$ cat src/rtl/pipeline_ctrl_pkg.sv
// Shared constants for pipeline_ctrl: stall bit layout, stall patterns, FSM encoding, default vector.
// The watchdog feature is enabled by defining PIPE_WATCHDOG_EN.
package pipeline_ctrl_pkg;

    localparam int STALL_W   = 6;
    localparam int STALL_PC  = 0;
    localparam int STALL_IF  = 1;
    localparam int STALL_ID  = 2;
    localparam int STALL_EX  = 3;
    localparam int STALL_MEM = 4;
    localparam int STALL_WB  = 5;

    // A stalled stage also holds every stage upstream of it.
    localparam logic [STALL_W-1:0] STALL_NONE    = 6'b000000;
    localparam logic [STALL_W-1:0] STALL_BY_ID   = 6'b000111;
    localparam logic [STALL_W-1:0] STALL_BY_EX   = 6'b001111;
    localparam logic [STALL_W-1:0] STALL_BY_MEM  = 6'b011111;

    localparam logic [31:0] EXC_VECTOR_DEFAULT = 32'hBFC0_0380;

    typedef enum logic {
        ST_RUN   = 1'b0,
        ST_FLUSH = 1'b1
    } state_t;

endpackage

$ cat src/rtl/pipe_watchdog.sv
// Counts consecutive enabled cycles and flags the cycle in which the count reaches LIMIT.
// Only instantiated when PIPE_WATCHDOG_EN is defined.
module pipe_watchdog #(
    parameter int unsigned LIMIT = 255
) (
    input  logic clk,
    input  logic rst,
    input  logic count_en,
    output logic hit
);

    logic [15:0] count;

    // hit fires on the enabled cycle whose increment would land on LIMIT.
    assign hit = count_en && (({1'b0, count} + 17'd1) == 17'(LIMIT));

    always_ff @(posedge clk) begin
        if (rst || !count_en || hit) begin
            count <= '0;
        end else begin
            count <= count + 16'd1;
        end
    end

endmodule

$ cat src/rtl/pipeline_ctrl.sv
// Pipeline hazard/exception controller: priority stall vector, one-cycle flush FSM, stall counter.
// Optional MEM-stall watchdog is built when PIPE_WATCHDOG_EN is defined.
module pipeline_ctrl
    import pipeline_ctrl_pkg::*;
#(
    parameter logic [31:0] EXC_VECTOR = EXC_VECTOR_DEFAULT,
    parameter int unsigned WDT_LIMIT  = 255
) (
    input  logic               clk,
    input  logic               rst,
    input  logic               stall_request_id,
    input  logic               stall_request_ex,
    input  logic               stall_request_mem,
    input  logic               exception_flag,
    input  logic               eret_flag,
    input  logic [31:0]        cp0_epc,
    output logic [STALL_W-1:0] stall,
    output logic               flush,
    output logic [31:0]        flush_pc,
    output logic               watchdog_timeout,
    output logic [31:0]        stall_cycle_count
);

    state_t state;
    logic   run;
    logic   timeout_hit;

    assign run = (state == ST_RUN);

    if (WDT_LIMIT < 1 || WDT_LIMIT > 65535) begin : g_limit_check
        $error("pipeline_ctrl: WDT_LIMIT must be in 1..65535");
    end

`ifdef PIPE_WATCHDOG_EN
    pipe_watchdog #(.LIMIT(WDT_LIMIT)) u_watchdog (
        .clk      (clk),
        .rst      (rst),
        .count_en (run && stall_request_mem),
        .hit      (timeout_hit)
    );
`else
    assign timeout_hit = 1'b0;
`endif

    // An exception in RUN suppresses stalls so the faulting instruction commits the flush.
    always_comb begin
        stall = STALL_NONE;
        if (!rst && run && !exception_flag) begin
            if (stall_request_mem)     stall = STALL_BY_MEM;
            else if (stall_request_ex) stall = STALL_BY_EX;
            else if (stall_request_id) stall = STALL_BY_ID;
        end
    end

    always_ff @(posedge clk) begin
        if (rst) begin
            state             <= ST_RUN;
            flush             <= 1'b0;
            flush_pc          <= '0;
            watchdog_timeout  <= 1'b0;
            stall_cycle_count <= '0;
        end else begin
            watchdog_timeout <= timeout_hit;
            if (stall[STALL_PC] && stall_cycle_count != 32'hFFFF_FFFF) begin
                stall_cycle_count <= stall_cycle_count + 32'd1;
            end
            case (state)
                ST_RUN: begin
                    if (exception_flag || timeout_hit) begin
                        state    <= ST_FLUSH;
                        flush    <= 1'b1;
                        flush_pc <= (exception_flag && eret_flag) ? cp0_epc : EXC_VECTOR;
                    end else begin
                        flush <= 1'b0;
                    end
                end
                ST_FLUSH: begin
                    state <= ST_RUN;
                    flush <= 1'b0;
                end
                default: begin
                    state <= ST_RUN;
                    flush <= 1'b0;
                end
            endcase
        end
    end

endmodule

$ cat config.mk
export PLATFORM = sky130hd
export DESIGN_NAME = pipeline_ctrl
export DESIGN_NICKNAME = d
export VERILOG_FILES = /design/src/rtl/pipeline_ctrl_pkg.sv /design/src/rtl/pipe_watchdog.sv /design/src/rtl/pipeline_ctrl.sv
export SDC_FILE = /design/constraint.sdc
export NUM_CORES = 1
export LEC_CHECK = 0
export CORE_MARGIN = 4
export CORE_UTILIZATION = 44
export CTS_CLUSTER_SIZE = 16
export DETAILED_ROUTE_END_ITERATION = 6
export PLACE_DENSITY = 0.81
export SYNTH_ARGS = -nofsm -noshare
export SYNTH_HDL_FRONTEND = slang
export SYNTH_HIERARCHICAL = 1
export SYNTH_SLANG_ARGS = --single-unit
$ cat constraint.sdc
create_clock -name clk -period 2.44 [get_ports clk]
set_input_delay 0.61 -clock clk [delete_from_list [all_inputs] [get_ports clk]]
set_output_delay 0.61 -clock clk [all_outputs]
set_load 0.005 [all_outputs]
==> run metrics, run 1 <==
result of the run=finished clean; leakage power=1.706 nW; maximum VDD drop=603.8 uV; final setup violation count=0; routed wire length=8548 um; count of yosys warnings during synthesis=6; Final Hold Slack=0.4502 ns; routed wl met3=720 um; WP data arrival=1.76 ns; fill cell total of the finished layout=483; pin count of the biggest net entering global routing=55; Vias/cell=5.383; combinational share of power=0.119; number of instances in the synthesized netlist=331; Synth Cell Area=2892 um2; headroom to the max-slew limit=0.3493; number of antenna violations at the first check in global routing=0; Clock Sinks=65; Congestion Overflow GR=0; die outline width=89.07 um; length of routed wiring on met1=3540 um; number of max-cap violations=0; top_reg_cell synth=dfxtp_1; Top-Level Pins=111; clock slew seen by the registers of the worst setup and hold paths=0.07 ns; height of the chip=89.07 um; Area growth, synth to finish=57.77%; detailed-router iteration count before antenna repair=5; Data required, critical path=1.83 ns; CTS tree=done; setup slack of the worst register-to-register path=0.31 ns; worst reg2reg path endpoint=stall_cycle_count[23]$_SDFFE_PP0P_; global-route wire length before repair=13770 um; Crit Path Class=in2out; detailed route wirelength on metal2=4135 um; pwr dens=480.5 nW/um2; DRT iter0 DRCs=153; leading cell type in the layout, fill and taps excluded=clkdlybuf4s50_1; sequential element share of the synthesized area=0.4500; via count of the first global-routing pass=3010; HPWL reported at the end of detailed placement=6222 um; Core Area=6350 um2; CTS HTree Levels=3; endpoints failing hold=0; final clock period utilization by the worst path=0.9726; top metal layer carrying routed signals=met4; number of diodes added for antenna fixing=0; switching power total=0.5427 mW; Worst Clk Skew=0.007602 ns; quantity of I/O buffers inserted on ports=108; number of vias in the routed layout=3020; gp weighted congestion=0.8593; CTS max path bufs=2; post-layout power=2.192 mW; slew at the pin closest to its max-slew limit=0.9725 ns; total die area=7933 um2; Post-synth EDFFs=0; global-route usage over all layers=0.2234; worst min-delay path class=reg2reg; RR Startpoint=state$_SDFF_PP0_; critical path endpoint=stall[3]; CP Launch Type=input port; power share of the sequential group=0.507; clk_lat worst skew=0.34 ns; clock power share=0.374; # rows=29; routed wirelength normalized by instance count=15.24 um; cell count of the worst reg-to-reg path=7; crit path max fanout=2; total of hold buffers inserted after clock tree synthesis=0; capturing element type of the critical path=output port; switching share of total power=0.2476; number of slew-limit violations in the final report=0; average size of a mapped cell=8.736 um2; FFs w/ async S/R, synth=0; drt drc=0; number of flip-flops and latches in the synthesized netlist=65; count of cell types in the netlist=41; root buf cell=clkbuf_8; nets=519; post-layout min period=2.373 ns; initial core utilization=0.4554; fraction of final layout cells sized beyond drive strength 1=0.1777; unrepaired setup endpoints after global routing=no; number of buffers added by the clock tree synthesis step=9; internal power summed over all cells=1.650 mW; Max Freq=421.4 MHz; Antenna Nets Post-Route=0; most frequent cells in the layout=clkdlybuf4s50_1, dfxtp_1, buf_4; CP startpoint=exception_flag
per-stage QoR:
| step | area (um2) | utilization | instances | worst slack, ns | TNS (ns) |
|---|---|---|---|---|---|
| 2_1_floorplan | 2895 | - | 332 | 0.1949 | 0 |
| 3_3_place_gp | 4342 | 0.6837 | 543 | -0.4306 | -7.059 |
| 3_5_place_dp | 4342 | 0.6837 | 543 | -0.4877 | -9.586 |
| 4_1_cts | 4562 | 0.7184 | 561 | 0.06789 | 0 |
| 5_1_grt | 4562 | 0.7184 | 561 | 0.02123 | 0 |
| 6_report | 4562 | 0.7184 | 561 | 0.06676 | 0 |
critical path, cell delays in order:
cell             delay, ns
dlygate4sd2_1         0.25
or3_4                 0.33
buf_4                 0.15
buf_4                 0.12
nor2_1                0.10
clkdlybuf4s15_2       0.21
what timing repair did:
item	in CTS	in global routing
gates resized for setup	14	0
setup buffers	2	0
setup endpoints to repair	9	0
endpoints found under the hold margin	0	0
cells in the mapped netlist (2+ instances only):
master | number | area, um2
and3_1 | 8 | 50.05
buf_2 | 4 | 20.02
nand4_1 | 4 | 25.02
or4_1 | 10 | 75.07
nor2_1 | 32 | 120.1
buf_4 | 5 | 37.54
and4_1 | 3 | 26.28
nand3_1 | 23 | 115.1
inv_1 | 6 | 22.52
a21oi_1 | 22 | 110.1
a21o_1 | 2 | 15.01
nor4_1 | 7 | 43.79
nor3_1 | 16 | 80.08
o21ai_0 | 6 | 30.03
nor3b_1 | 12 | 90.09
xnor2_1 | 3 | 26.28
mux2i_1 | 3 | 30.03
o41ai_1 | 2 | 17.52
nand2_1 | 21 | 78.83
nor4_2 | 3 | 37.54
dfxtp_1 | 65 | 1301
o31ai_1 | 10 | 75.07
clkbuf_1 | 12 | 45.04
nor2b_1 | 6 | 37.54
buf_1 | 4 | 15.01
or3_1 | 9 | 56.30
mux2_2 | 5 | 56.30
a22o_1 | 15 | 131.4
worst min path at each step:
stage,from,end,cells after the start
after floorplan,flush_pc[0]$_SDFFE_PP0P_,flush_pc[0]$_SDFFE_PP0P_,2
after global placement,flush_pc[21]$_SDFFE_PP0P_,flush_pc[21]$_SDFFE_PP0P_,2
after detailed placement,flush_pc[13]$_SDFFE_PP0P_,flush_pc[13]$_SDFFE_PP0P_,2
after CTS,flush_pc[13]$_SDFFE_PP0P_,flush_pc[13]$_SDFFE_PP0P_,2
after global routing,flush_pc[0]$_SDFFE_PP0P_,flush_pc[0]$_SDFFE_PP0P_,2
final,flush_pc[15]$_SDFFE_PP0P_,flush_pc[15]$_SDFFE_PP0P_,2
cells by family after synthesis:
| group | share of synthesized area |
|---|---|
| and+or+nand+nor | 0.3098 |
| DFF | 0.4500 |
| AOI/OAI and AO/OA | 0.1441 |
| buffers and inverters | 0.04846 |
| muxes | 0.02986 |
| xor gates and xnor gates | 0.01212 |
| adders and majority gates | 0.004326 |
| other | 0.001297 |
sequential cells by signal, indices dropped and copies added, names as in the netlist:
name,flops
flush_pc,32
stall_cycle_count,32
state,1
power by group through the flow:
stage | clock [mW] | combinational [mW] | sequential (mW)
floorplan | 0 | 0.0876 | 1.14
global placement | 0 | 0.255 | 1.13
detailed placement | 0 | 0.259 | 1.13
CTS | 0.842 | 0.264 | 1.11
global route | 0.890 | 0.285 | 1.11
finish | 0.820 | 0.261 | 1.11
final cells by class:
class / instances / area, um2 / share of cell area
multi-input combinational: 236 / 1493 / 0.3272
inverter: 6 / 22.52 / 0.004937
timing repair buffer: 161 / 1469 / 0.3220
clock buffer: 10 / 137.6 / 0.03017
sequential: 65 / 1301 / 0.2852
tap: 77 / 96.34 / 0.02112
clock inverter: 6 / 42.54 / 0.009325
per-layer routing:
metal,GRT usage,vias up
met4,0.07578,0
met3,0.1014,12
met5,0,-
met1,0.2553,1399
met2,0.3718,105
li1,-,1504
(Power assumes the default switching activity.)
==> run 2: changes to the inputs <==
--- a/config.mk
+++ b/config.mk
@@ -6,10 +6,11 @@
 export NUM_CORES = 1
 export LEC_CHECK = 0
 export CORE_MARGIN = 4
-export CORE_UTILIZATION = 44
+export CORE_UTILIZATION = 51
 export CTS_CLUSTER_SIZE = 16
 export DETAILED_ROUTE_END_ITERATION = 6
-export PLACE_DENSITY = 0.81
+export DONT_BUFFER_PORTS = 1
+export PLACE_DENSITY = 0.67
 export SYNTH_ARGS = -nofsm -noshare
 export SYNTH_HDL_FRONTEND = slang
 export SYNTH_HIERARCHICAL = 1
==> constraint.sdc (replaced) <==
create_clock -name clk -period 2.44 [get_ports clk]
set_input_delay 0.61 -clock clk [delete_from_list [all_inputs] [get_ports clk]]
set_output_delay 0.61 -clock clk [all_outputs]
set_load 0.02 [all_outputs]
==> run 2 against run 1 <==
Die area decreased by 13%. Routed wire length decreased by 18%. Via count decreased by 18%. Clock-buffer cell count decreased by 1. Fmax increased by 12%. Flip-flop and latch count unchanged. Worst setup slack improved by 0.25 ns.
==> run metrics, run 2 (synthesis results as in run 1) <==
Core Area=5507 um2 (-13%); worst hold path stage count=1 (-1); worst min-delay path class=in2reg; via count of the first global-routing pass=2317 (-23%); detailed-router iteration count before antenna repair=4 (-1); leading cell type in the layout, fill and taps excluded=dfxtp_1; routed wire length=7002 um (-18%); slew at the pin closest to its max-slew limit=0.9127 ns (-0.05981 ns); Vias/cell=5.788 (+7.5%); most frequent cells in the layout=dfxtp_1, buf_4, nor2_1; Max Freq=470.9 MHz (+12%); post-cts gate resize count=0 (-14); fin worst setup slack=0.3165 ns (+0.2497 ns); total of hold buffers inserted after clock tree synthesis=0 (unchanged); Clock Sinks=65 (unchanged); post-CTS setup buffer count=0 (-2); DRT iter0 DRCs=105 (-31%); clock slew seen by the registers of the worst setup and hold paths=0.07 ns (about the same); pin count of the biggest net entering global routing=57 (+3.6%); # rows=27 (-6.9%); worst reg2reg path endpoint=stall_cycle_count[29]$_SDFFE_PP0P_; initial core utilization=0.5251 (+0.06974); clk_lat worst skew=0.33 ns (about the same); crit path max fanout=4 (+2); CTS max path bufs=2 (unchanged); capturing element type of the critical path=output port; CTS tree=done; fraction of final layout cells sized beyond drive strength 1=0.1709 (-0.006818); RR Startpoint=stall_cycle_count[19]$_SDFFE_PP0P_; HPWL reported at the end of detailed placement=5043 um (-19%); biggest regs=flush_pc: 32 flops, stall_cycle_count: 32 flops, state: 1 flops; CTS HTree Levels=3 (unchanged); cell count of the worst reg-to-reg path=5 (-2); Data required, critical path=1.83 ns (about the same); startpoint of the most critical hold path=rst; total die area=6938 um2 (-13%); gp weighted congestion=0.7808 (-9.1%); number of antenna violations at the first check in global routing=0 (unchanged); WP data arrival=1.51 ns (-0.25 ns); endpoints failing hold=0 (unchanged); setup slack of the worst register-to-register path=0.38 ns (+0.07 ns); Area growth, synth to finish=15.92%; final setup violation count=0 (unchanged); routed wirelength normalized by instance count=16.32 um (+7.1%); pwr dens=673.1 nW/um2 (+40%); unrepaired setup endpoints after global routing=no; root buf cell=clkbuf_8; maximum VDD drop=539.2 uV (-11%); headroom to the max-slew limit=0.3893 (+0.04002); post-layout min period=2.124 ns (-0.2497 ns); Crit Path Class=reg2out; number of diodes added for antenna fixing=0 (unchanged); number of slew-limit violations in the final report=0 (unchanged); summed negative setup slack over all endpoints=0 ns (unchanged); quantity of I/O buffers inserted on ports=0 (-100%); Congestion Overflow GR=0 (unchanged); Antenna Nets Post-Route=0 (unchanged); number of max-cap violations=0 (unchanged); drt drc=0 (unchanged); die outline width=83.30 um (-6.5%); Top-Level Pins=111 (unchanged); Worst Clk Skew=0.005295 ns (-0.002307 ns); leakage power=1.223 nW (-28%); number of vias in the routed layout=2483 (-18%); hold path endpoint=stall_cycle_count[13]$_SDFFE_PP0P_; global-route usage over all layers=0.1988 (-0.02462); global-route wire length before repair=11390 um (-17%); result of the run=finished clean; CP Launch Type=flop; pre-CTS worst setup slack=0.1497 ns (+0.6373 ns); final clock period utilization by the worst path=0.8703 (-0.1023); nets=392 (-24%); height of the chip=83.30 um (-6.5%); number of buffers added by the clock tree synthesis step=9 (unchanged)
## run 2: cell count changes in the layout (fill, tap and decap cells not counted), sizes merged
cell | before | now
dlygate4sd2 | 5 | 0
clkdlybuf4s15 | 1 | 0
bufinv | 0 | 2
clkinv | 3 | 2
buf | 54 | 34
clkdlybuf4s50 | 101 | 0
clkbuf | 10 | 9
## run 2: critical path, cell delays in order, from the launching register on
cell     delay, ns
dfxtp_1       0.31
or3_1         0.41
nor2_2        0.21
buf_4         0.25
## run 2: worst max-delay path by stage
| stage | start | to | slack [ns] |
|---|---|---|---|
| 2_1_floorplan | exception_flag | stall_cycle_count[27]$_SDFFE_PP0P_ | 0.13 |
| 3_3_place_gp | exception_flag | stall_cycle_count[23]$_SDFFE_PP0P_ | 0.18 |
| 3_5_place_dp | exception_flag | stall_cycle_count[23]$_SDFFE_PP0P_ | 0.15 |
| 4_1_cts | state$_SDFF_PP0_ | stall[0] | 0.30 |
| 5_1_grt | stall_cycle_count[28]$_SDFFE_PP0P_ | stall_cycle_count[11]$_SDFFE_PP0P_ | 0.20 |
| 6_report | state$_SDFF_PP0_ | stall[0] | 0.32 |
## run 2: layout make-up
type / count / area [um2]
timing repair buffer: 34 / 255.2
tap: 72 / 90.09
multi-input combinational: 236 / 1465
fill: 497 / 2155
clock buffer: 9 / 123.9
sequential: 65 / 1301
inverter: 6 / 22.52
clock inverter: 7 / 93.84
## run 2: metal layers
metal | global-route usage | vias to the layer above | wire, um
li1 | - | 1257 | -
met1 | 0.2455 | 1136 | 3026
met2 | 0.3134 | 86 | 3290
met3 | 0.08730 | 4 | 642
met4 | 0.05795 | 0 | 42
met5 | 0 | - | 0
## run 2: where the power goes
part / internal (mW) / switching [mW] / total, mW
Clock: 0.575 / 0.430 / 1.00
Sequential: 1.09 / 0.0575 / 1.15
Combinational: 0.0405 / 0.0602 / 0.101
Total: 1.71 / 0.548 / 2.26
## run 2: per-stage QoR
step,std cells,util,cell area [um2],power (mW),hold slack (ns)
2_1_floorplan,332,-,2898,1.270,0.5303
3_3_place_gp,413,0.5692,3134,1.274,0.4985
3_5_place_dp,413,0.5692,3134,1.277,0.5105
4_1_cts,429,0.6087,3352,2.278,0.3253
5_1_grt,429,0.6087,3352,2.347,0.3139
6_report,429,0.6087,3352,2.256,0.3447
==> run 3: changes to the inputs <==
--- a/config.mk
+++ b/config.mk
@@ -10,7 +10,7 @@
 export CTS_CLUSTER_SIZE = 16
 export DETAILED_ROUTE_END_ITERATION = 6
 export DONT_BUFFER_PORTS = 1
-export PLACE_DENSITY = 0.67
+export PLACE_DENSITY = 0.7
 export SYNTH_ARGS = -nofsm -noshare
 export SYNTH_HDL_FRONTEND = slang
 export SYNTH_HIERARCHICAL = 1
==> constraint.sdc (replaced) <==
create_clock -name clk -period 1.9 [get_ports clk]
set_input_delay 0.475 -clock clk [delete_from_list [all_inputs] [get_ports clk]]
set_output_delay 0.475 -clock clk [all_outputs]
set_load 0.02 [all_outputs]
==> run 3 against run 2 <==
Cell count grew 4.9%. Worst setup slack got worse by 0.29 ns. Clock skew is essentially flat. Cell area grew 11%. Critical path type unchanged.
==> run metrics, run 3 (synthesis results as in run 1) <==
result of the run=finished clean; global-route wire length before repair=12000 um (+5.3%); fraction of final layout cells sized beyond drive strength 1=0.3307 (+0.1598); endpoints failing hold=0 (unchanged); Worst Clk Skew=0.004856 ns (-0.0004389 ns); clock slew seen by the registers of the worst setup and hold paths=0.08 ns (about the same); CTS max path bufs=2 (unchanged); gp weighted congestion=0.7842 (+0.44%); switching share of total power=0.2323 (-0.01052); headroom to the max-slew limit=0.3876 (-0.001683); leakage power=1.365 nW (+12%); most numerous cell on the critical path=buf_4; initial core utilization=0.5251 (unchanged); number of buffers added by the clock tree synthesis step=9 (unchanged); Antenna Nets Post-Route=0 (unchanged); die outline width=83.30 um (unchanged); total of hold buffers inserted after clock tree synthesis=0 (unchanged); switching power total=0.7073 mW (+29%); cell count of the worst reg-to-reg path=5 (unchanged); clock power share=0.466 (+0.021); CTS tree=done; sequence of cells on the critical path=or3_4 > buf_4 > nor2_2 > buf_4; # rows=27 (unchanged); Vias/cell=5.873 (+1.5%); Core Area=5507 um2 (unchanged); Data required, critical path=1.42 ns (-0.41 ns); final clock period utilization by the worst path=0.9859; register area=1326 um2 (+1.9%); number of antenna violations at the first check in global routing=0 (unchanged); routed wirelength normalized by instance count=16.50 um (+1.1%); Crit Path Class=reg2out; leading cell type in the layout, fill and taps excluded=buf_4; final setup violation count=0 (unchanged); area of all placed cells without fillers=3716 um2 (+11%); biggest regs=flush_pc: 32 flops, stall_cycle_count: 32 flops, state: 1 flops; Congestion Overflow GR=0 (unchanged); detailed-router iteration count before antenna repair=4 (unchanged); global-route usage over all layers=0.2071 (+0.008273); nets=413 (+5.4%); post-layout power=3.045 mW (+35%); multi-input logic area=1607 um2 (+9.6%); number of max-cap violations=0 (unchanged); number of diodes added for antenna fixing=0 (unchanged); Slowest Stage Delay on Critical Path=0.37 ns (-0.04 ns); area post-placement=3308 um2 (+5.5%); Max Freq=533.9 MHz; Top-Level Pins=111 (unchanged); final standard cell count with taps included and fillers excluded=450 (+4.9%); via count of the first global-routing pass=2481 (+7.1%); unrepaired setup endpoints after global routing=yes; total die area=6938 um2 (unchanged); pwr dens=819.5 nW/um2 (+22%); worst min-delay path class=in2reg; pin count of the biggest net entering global routing=57 (unchanged); Clock Sinks=65 (unchanged); fill cell total of the finished layout=444 (-11%); clk_lat worst skew=0.34 ns (about the same); drt drc=0 (unchanged); most frequent cells in the layout=buf_4, dfxtp_1, nor2_1; number of vias in the routed layout=2643 (+6.4%); maximum VDD drop=723.9 uV (+34%); routed wire length=7423 um (+6.0%); cell count after placement=430 (+4.1%); combinational share of power=0.048 (+0.003); CTS HTree Levels=3 (unchanged); slew at the pin closest to its max-slew limit=0.9152 ns (+0.002516 ns); height of the chip=83.30 um (unchanged); HPWL reported at the end of detailed placement=5266 um (+4.4%); Area growth, synth to finish=28.52%; WP data arrival=1.40 ns (-0.11 ns); capturing element type of the critical path=output port; post-layout min period=1.873 ns; quantity of I/O buffers inserted on ports=0 (unchanged); worst hold path stage count=1 (unchanged); cell with the largest stage delay on the worst path=or3_4; CP Launch Type=flop; root buf cell=clkbuf_8; power share of the sequential group=0.486 (-0.024); crit path max fanout=3 (-1); DRT iter0 DRCs=158 (+50%); number of slew-limit violations in the final report=0 (unchanged); internal power summed over all cells=2.338 mW (+37%)
==> run 3: cell types whose count changed in the layout (fill, tap and decap cells not counted), sizes merged <==
cell,delta
buf,+21
bufinv,+1
inv,-1
==> run 3: path summary, 6_finish.rpt <==
kind                                      startpoint                                 end  slack (ns)
setup / recovery                    state$_SDFF_PP0_                            stall[3]        0.03
hold / removal                                   rst            flush_pc[0]$_SDFFE_PP0P_        0.20
setup reg to reg  stall_cycle_count[15]$_SDFFE_PP0P_  stall_cycle_count[29]$_SDFFE_PP0P_        0.06
hold reg to reg   stall_cycle_count[12]$_SDFFE_PP0P_  stall_cycle_count[12]$_SDFFE_PP0P_        0.53
==> run 3: per-layer routing <==
layer	wire length (um)	vias up	GRT usage
li1	-	1290	-
met1	3102	1251	0.2714
met2	3585	93	0.3149
met3	647	9	0.07440
met4	88	0	0.07132
met5	0	-	0
==> run 3: cell type report <==
type | instances | area share
multi-input cells | 236 | 0.4323
flip-flops and latches | 65 | 0.3569
repair buffers | 55 | 0.1152
clock buffers | 9 | 0.03333
clock inverters | 7 | 0.03199
well taps | 72 | 0.02424
inverters | 6 | 0.006061
==> run 3: what timing repair did <==
action,CTS,global route
endpoints found under the setup margin,6,19
resized for setup,4,27
pin swaps,2,3
buffers inserted,2,2
==> run 3: stage by stage <==
stage	utilization	setup TNS, ns	setup slack [ns]	hold WS [ns]
final	0.6748	0	0.02685	0.2007
after global routing	0.6748	-0.07720	-0.02945	0.1774
after CTS	0.6503	0	0.007283	0.1879
after detailed placement	0.6008	-0.3594	-0.1388	0.5062
after global placement	0.6008	-0.08234	-0.07252	0.4914
after floorplan	-	-0.06803	-0.01711	0.5062
==> run 3: worst max-delay path: cells and delay by family, from the launching register on <==
kind | cells | cell delay (ns)
simple gates | 2 | 0.44
buf+inv | 2 | 0.29
flops | 1 | 0.34
==> run 3: power by group through the flow <==
| stage | registers, mW | clock network, mW | logic (mW) |
|---|---|---|---|
| 2_1_floorplan | 1.51 | 0 | 0.125 |
| 3_3_place_gp | 1.51 | 0 | 0.134 |
| 3_5_place_dp | 1.51 | 0 | 0.138 |
| 4_1_cts | 1.48 | 1.43 | 0.144 |
| 5_1_grt | 1.48 | 1.51 | 0.163 |
| 6_report | 1.48 | 1.42 | 0.146 |
